## src/rtl/vga_fb_arbiter.sv

```systemverilog
// Single-port framebuffer SRAM arbiter: real-time scanout prefetch FIFO vs. pixel writer.
// Optional VGA_FB_UNDERRUN_CNT_EN adds a saturating 16-bit underrun cycle counter output.
module vga_fb_arbiter #(
    parameter int ADDR_W       = 19,
    parameter int DATA_W       = 24,
    parameter int FRAME_PIXELS = 307200,
    parameter int FIFO_DEPTH   = 8,
    parameter int LOW_WATER    = 4
) (
    input  logic              clk,
    input  logic              rst,
    input  logic              frame_start,
    input  logic              pix_req,
    output logic [DATA_W-1:0] pix_data,
    output logic              underrun,
    input  logic              wr_valid,
    output logic              wr_ready,
    input  logic [ADDR_W-1:0] wr_addr,
    input  logic [DATA_W-1:0] wr_data,
    output logic              mem_en,
    output logic              mem_we,
    output logic [ADDR_W-1:0] mem_addr,
    output logic [DATA_W-1:0] mem_wdata,
    input  logic [DATA_W-1:0] mem_rdata
`ifdef VGA_FB_UNDERRUN_CNT_EN
    ,
    output logic [15:0]       underrun_cnt
`endif
);

    localparam int PTR_W  = $clog2(FIFO_DEPTH);
    localparam int CNT_W  = PTR_W + 1;
    localparam int CRED_W = CNT_W + 1;
    localparam logic [CNT_W-1:0]  FULL_C    = CNT_W'(FIFO_DEPTH);
    localparam logic [CRED_W-1:0] DEPTH_C   = CRED_W'(FIFO_DEPTH);
    localparam logic [CRED_W-1:0] LOW_C     = CRED_W'(LOW_WATER);
    localparam logic [ADDR_W-1:0] LAST_ADDR = ADDR_W'(FRAME_PIXELS - 1);

    typedef enum logic [1:0] {WAIT_FRAME, FETCH, DONE} state_t;

    state_t              state_reg, state_next;
    logic [ADDR_W-1:0]   rd_addr_reg;
    logic                inflight_reg;
    logic [DATA_W-1:0]   fifo_mem [FIFO_DEPTH];
    logic [PTR_W-1:0]    head_reg, tail_reg;
    logic [CNT_W-1:0]    count_reg;
    logic                underrun_reg;

    logic [CRED_W-1:0]   credit;
    logic                read_grant, write_grant;
    logic                fifo_empty, push, pop, underrun_hit;

    // An outstanding read already owns a FIFO slot, so it counts toward occupancy.
    assign credit       = {1'b0, count_reg} + CRED_W'(inflight_reg);
    assign fifo_empty   = (count_reg == '0);
    assign push         = inflight_reg && !frame_start;
    assign pop          = pix_req && !fifo_empty && !frame_start;
    assign underrun_hit = pix_req && fifo_empty && !frame_start;
    assign pix_data     = fifo_empty ? '0 : fifo_mem[head_reg];
    assign underrun     = underrun_reg;

    always_ff @(posedge clk) begin
        if (!rst)
            state_reg <= WAIT_FRAME;
        else
            state_reg <= state_next;
    end

    always_comb begin
        state_next = state_reg;
        if (frame_start)
            state_next = FETCH;
        else if (state_reg == FETCH && read_grant && rd_addr_reg == LAST_ADDR)
            state_next = DONE;
    end

    always_comb begin
        read_grant  = 1'b0;
        write_grant = 1'b0;
        mem_en      = 1'b0;
        mem_we      = 1'b0;
        mem_addr    = '0;
        mem_wdata   = '0;
        if (rst && state_reg == FETCH && credit < DEPTH_C && (credit < LOW_C || !wr_valid))
            read_grant = 1'b1;
        else if (rst && wr_valid)
            write_grant = 1'b1;
        if (read_grant) begin
            mem_en   = 1'b1;
            mem_addr = rd_addr_reg;
        end else if (write_grant) begin
            mem_en    = 1'b1;
            mem_we    = 1'b1;
            mem_addr  = wr_addr;
            mem_wdata = wr_data;
        end
        wr_ready = write_grant;
    end

    // frame_start also drops whatever read is in flight, including one issued this cycle.
    always_ff @(posedge clk) begin
        if (!rst || frame_start) begin
            head_reg     <= '0;
            tail_reg     <= '0;
            count_reg    <= '0;
            rd_addr_reg  <= '0;
            inflight_reg <= 1'b0;
            underrun_reg <= 1'b0;
        end else begin
            if (push)
                tail_reg <= tail_reg + 1'b1;
            if (pop)
                head_reg <= head_reg + 1'b1;
            count_reg    <= count_reg + CNT_W'(push) - CNT_W'(pop);
            inflight_reg <= read_grant;
            if (read_grant && rd_addr_reg != LAST_ADDR)
                rd_addr_reg <= rd_addr_reg + 1'b1;
            if (underrun_hit)
                underrun_reg <= 1'b1;
        end
    end

    always_ff @(posedge clk) begin
        if (rst && push)
            fifo_mem[tail_reg] <= mem_rdata;
    end

    always_ff @(posedge clk) begin
        if (rst && push && !pop)
            assert (count_reg != FULL_C);
    end

`ifdef VGA_FB_UNDERRUN_CNT_EN
    logic [15:0] underrun_cnt_reg;

    always_ff @(posedge clk) begin
        if (!rst)
            underrun_cnt_reg <= '0;
        else if (underrun_hit && underrun_cnt_reg != 16'hFFFF)
            underrun_cnt_reg <= underrun_cnt_reg + 16'd1;
    end

    assign underrun_cnt = underrun_cnt_reg;
`endif

endmodule

```

## config.mk

```make
export PLATFORM = sky130hd
export DESIGN_NAME = vga_fb_arbiter
export DESIGN_NICKNAME = d
export VERILOG_FILES = /design/src/rtl/vga_fb_arbiter.sv
export SDC_FILE = /design/constraint.sdc
export NUM_CORES = 1
export LEC_CHECK = 0
export BUFFER_PORTS_ARGS = -buffer_cell sky130_fd_sc_hd__buf_2
export CELL_PAD_IN_SITES_DETAIL_PLACEMENT = 0
export CELL_PAD_IN_SITES_GLOBAL_PLACEMENT = 1
export CORE_AREA = 2 2 146 219
export CTS_BUF_LIST = sky130_fd_sc_hd__clkbuf_16
export DETAILED_ROUTE_END_ITERATION = 8
export DIE_AREA = 0 0 148 221
export HOLD_SLACK_MARGIN = 0.03
export MAX_ROUTING_LAYER = met4
export PLACE_DENSITY = 0.61
export SLEW_MARGIN = 20
export SYNTH_ARGS = -nofsm -noshare
export SYNTH_HDL_FRONTEND = slang
export SYNTH_SLANG_ARGS = --single-unit
```

## constraint.sdc

```tcl
create_clock -name clk -period 4.4 [get_ports clk]
set_clock_uncertainty 0.15 [all_clocks]
set_input_delay 1.1 -clock clk [delete_from_list [all_inputs] [get_ports clk]]
set_output_delay 1.1 -clock clk [all_outputs]
set_load 0.005 [all_outputs]
```

==> qor.json <==
{
  "status": {"value": "completed"},
  "finalCritPeriodShare": {"value": 84.3, "unit": "%"},
  "ctsHtreeMaxLevel": {"value": 1},
  "leakagePower": {"value": 3.86, "unit": "nW"},
  "row_count": {"value": 79},
  "grt_start_max_net_pins": {"value": 46},
  "postSynthNetCount": {"value": 650},
  "worst-setup-path-type": {"value": "reg2out"},
  "globalRouteTotalUtil": {"value": 13.5, "unit": "%"},
  "largest_register_ffs": {"value": 192},
  "timing.critical_path.fanout_max": {"value": 26},
  "placed_cells": {"value": 1101},
  "worst_pin_slew": {"value": 0.793, "unit": "ns"},
  "post_synth_design_cell_area": {"value": 9430, "unit": "um^2"},
  "final_area": {"value": 11400, "unit": "um^2"},
  "drive_above_1_share": {"value": 34.6, "unit": "%"},
  "setup_tns": {"value": 0, "unit": "ns"},
  "ff_latch_count_synth": {"value": 228},
  "final-instance-count-excl-fill": {"value": 1142},
  "finalSetupViolCount": {"value": 0},
  "routed-via-count": {"value": 5530},
  "timing.final.max_slew_violations": {"value": 0},
  "finalWeightedCongestion": {"value": 0.768},
  "reg2regPathDepth": {"value": 11},
  "coreArea": {"value": 30800, "unit": "um^2"},
  "cells_after_synthesis": {"value": 567},
  "finalNetCount": {"value": 804},
  "layout_min_cycle_time": {"value": 3.71, "unit": "ns"},
  "finalWirelength": {"value": 21400, "unit": "um"},
  "num_ports": {"value": 143},
  "start_util": {"value": 30.6, "unit": "%"},
  "post-cts-setup-buffer-count": {"value": 0},
  "ys.warnings.count": {"value": 0},
  "cpMaxStageDelayCell": {"value": "sky130_fd_sc_hd__dfxtp_4"},
  "final_core_utilization": {"value": 36.9, "unit": "%"},
  "stage_delay_of_the_slowest_cell_on_the_critical_path": {"value": 0.72, "unit": "ns"},
  "critical_path.endpoint_type": {"value": "primary output"},
  "post_cts_resize_count": {"value": 0},
  "ys_types": {"value": 42},
  "port_buffers": {"value": 142},
  "critical_path.reg2reg.startpoint": {"value": "count_reg[2]"},
  "tritoncts": {"value": "built"},
  "rsz0062_at_grt": {"value": "false"},
  "synth-main-ff-cell": {"value": "sky130_fd_sc_hd__edfxtp_1"},
  "ir_worst_vdd": {"value": 157, "unit": "uV"},
  "cap_violations": {"value": 0},
  "clkTransAtPathRegs": {"value": 0.06, "unit": "ns"},
  "maxSlewHeadroom": {"value": 47.0, "unit": "%"},
  "numClockSinks": {"value": 228},
  "min_from": {"value": "underrun"},
  "critPathTopFamily": {"value": "flip-flops"},
  "crit_chain": {"value": "buf_4 -> mux4_2 -> mux2i_1 -> nor2_1 -> buf_2"},
  "post_synthesis_async_set_or_reset_flop_share": {"value": 0, "unit": "%"},
  "final_antenna_net_count": {"value": 0},
  "grt_remaining_overflow": {"value": 0},
  "post_cts_hold_buffer_count": {"value": 0},
  "dpl_cell_area": {"value": 10700, "unit": "um^2"},
  "remaining_drc_errors": {"value": 0},
  "floorplan_die_width": {"value": 148, "unit": "um"},
  "place_hpwl": {"value": 13400, "unit": "um"},
  "timing.hold.worst_path_depth": {"value": 2},
  "drt-pass1-iter-count": {"value": 4},
  "chipHeight": {"value": 221, "unit": "um"},
  "grt_first_pass_wirelength": {"value": 33300, "unit": "um"},
  "startpoint_type": {"value": "flop"},
  "holdWs": {"value": 0.346, "unit": "ns"},
  "ctsLongestPathBuffers": {"value": 3},
  "synth_enable_flop_cells": {"value": 192},
  "fmax": {"value": 270, "unit": "MHz"},
  "cp_num_cells": {"value": 5},
  "drt_iter0_markers": {"value": 199},
  "arrival": {"value": 2.46, "unit": "ns"},
  "hold_violation_total_from_the_final_report": {"value": 0},
  "vias_per_cell": {"value": 4.84},
  "die_area": {"value": 32700, "unit": "um^2"},
  "via_count_of_the_first_global_routing_pass": {"value": 5971},
  "crit_required": {"value": 3.15, "unit": "ns"},
  "worst-path-buf-inv": {"value": 2},
  "clk-insertion-delay-late": {"value": 0.50, "unit": "ns"},
  "flow.area_growth_from_synthesis": {"value": 20.6, "unit": "%"},
  "numCtsBuffers": {"value": 23},
  "grt_antenna_before_repair": {"value": 1},
  "power_density": {"value": 370, "unit": "nW/um^2"},
  "postSynthAreaPerCell": {"value": 16.6, "unit": "um^2"},
  "clock-root-buffer": {"value": "sky130_fd_sc_hd__clkbuf_16"},
  "drt-wirelength-per-cell": {"value": 18.8, "unit": "um"},
  "min_path_type": {"value": "reg2reg"},
  "ys_seq_area_share": {"value": 68.8, "unit": "%"}
}
[cell families after synthesis]
logic type                 count (synthesis)  synth area share [%]
DFF                                      228                  68.8
and+or+nand+nor                          142                  7.96
muxes                                     78                  14.7
AOI/OAI and AO/OA                         60                  4.49
buffers and inverters                     42                  2.00
adders and majority gates                 11                  1.54
xor gates and xnor gates                   6                 0.558
[layer usage]
layer	share of wire, %	vias to the layer above	GRT usage, %
met1	39	2773	15.1
met2	54	179	25.1
met3	5.4	23	1.98
met4	1.2	0	2.95
li1	-	2555	-
met5	0	-	-
[worst paths after layout]
kind | endpoint | slack [ns]
worst max-delay path | pix_data[9] | 0.69
worst min-delay path | underrun | 0.35
worst min register to register | underrun | 0.35
worst max register to register | count_reg[2] | 1.42
[worst register-to-register path, delay by kind of cell (launching register included)]
family	cells	cell delay [ns]
adder cells (fa/ha/maj)	4	1.10
AND/OR/NAND/NOR	3	0.87
flip-flops	1	0.40
buffers and inverters	3	0.19
XOR/XNOR	1	0.15
[where the power goes]
group | internal (mW) | switching [mW] | total, mW
registers | 2.34 | 0.00299 | 2.34
logic | 0.0570 | 0.0760 | 0.133
clock network | 0.952 | 0.780 | 1.73
[cells in the final DEF (no fill, tap or decap), types with 2 or more instances in the layout]
cell type	synthesis	final
sky130_fd_sc_hd__clkbuf_16	0	23
sky130_fd_sc_hd__dfxtp_2	0	2
sky130_fd_sc_hd__nor4_2	0	3
sky130_fd_sc_hd__o31ai_1	11	11
sky130_fd_sc_hd__nor3_2	0	4
sky130_fd_sc_hd__xor2_1	3	3
sky130_fd_sc_hd__clkinv_4	0	2
sky130_fd_sc_hd__mux2i_1	30	30
sky130_fd_sc_hd__and4_1	3	3
sky130_fd_sc_hd__nand2b_1	6	6
sky130_fd_sc_hd__mux4_2	48	48
sky130_fd_sc_hd__nor2_2	0	2
sky130_fd_sc_hd__nand2_1	23	23
sky130_fd_sc_hd__inv_1	10	12
sky130_fd_sc_hd__o41ai_1	2	2
sky130_fd_sc_hd__a31oi_1	2	2
sky130_fd_sc_hd__nor4_1	5	2
sky130_fd_sc_hd__a22o_1	19	19
sky130_fd_sc_hd__a21oi_1	18	17
sky130_fd_sc_hd__nor4b_1	2	2
sky130_fd_sc_hd__edfxtp_1	192	192
sky130_fd_sc_hd__a21o_1	2	2
sky130_fd_sc_hd__or3_1	2	2
sky130_fd_sc_hd__nand4_1	7	7
sky130_fd_sc_hd__xnor2_1	3	3
sky130_fd_sc_hd__dfxtp_1	36	33
sky130_fd_sc_hd__ha_1	10	10
sky130_fd_sc_hd__o21ai_1	2	2
sky130_fd_sc_hd__clkinv_1	0	6
sky130_fd_sc_hd__buf_4	2	18
sky130_fd_sc_hd__clkinv_2	0	5
sky130_fd_sc_hd__or4_1	10	10
sky130_fd_sc_hd__nor2_1	40	38
sky130_fd_sc_hd__nand3_1	6	6
sky130_fd_sc_hd__and2_1	28	28
sky130_fd_sc_hd__buf_2	7	142
[synthesized netlist by cell type, types with 5 or more instances]
| cell | number | area (um^2) |
|---|---|---|
| sky130_fd_sc_hd__buf_2 | 7 | 35.0 |
| sky130_fd_sc_hd__and2_1 | 28 | 175 |
| sky130_fd_sc_hd__inv_1 | 10 | 37.5 |
| sky130_fd_sc_hd__nand2_1 | 23 | 86.3 |
| sky130_fd_sc_hd__nor4_1 | 5 | 31.3 |
| sky130_fd_sc_hd__nand2b_1 | 6 | 37.5 |
| sky130_fd_sc_hd__nand3_1 | 6 | 30.0 |
| sky130_fd_sc_hd__a22o_1 | 19 | 166 |
| sky130_fd_sc_hd__nand4_1 | 7 | 43.8 |
| sky130_fd_sc_hd__ha_1 | 10 | 125 |
| sky130_fd_sc_hd__dfxtp_1 | 36 | 721 |
| sky130_fd_sc_hd__mux2i_1 | 30 | 300 |
| sky130_fd_sc_hd__o31ai_1 | 11 | 82.6 |
| sky130_fd_sc_hd__or4_1 | 10 | 75.1 |
| sky130_fd_sc_hd__edfxtp_1 | 192 | 5770 |
| sky130_fd_sc_hd__a21oi_1 | 18 | 90.1 |
| sky130_fd_sc_hd__mux4_2 | 48 | 1080 |
| sky130_fd_sc_hd__nor2_1 | 40 | 150 |
| sky130_fd_sc_hd__clkbuf_1 | 18 | 67.6 |
[stage by stage]
stage | worst slack (ns) | total power [mW]
after global placement | 0.813 | 2.52
final | 0.691 | 4.21
after CTS | 0.582 | 4.28
after global routing | 0.476 | 4.37
after floorplan | -0.0647 | 2.44
after detailed placement | 0.796 | 2.52
[layout make-up]
| class | instances | area [um^2] |
|---|---|---|
| fill | 2962 | 19500 |
| sequential | 228 | 6490 |
| multi-input combinational | 297 | 2810 |
| timing repair buffer | 161 | 866 |
| clock buffer | 23 | 576 |
| tap | 405 | 507 |
| clock inverter | 17 | 86.3 |
| inverter | 10 | 37.5 |
| antenna | 1 | 2.50 |
Note: power is estimated with default switching activity, not from simulation.
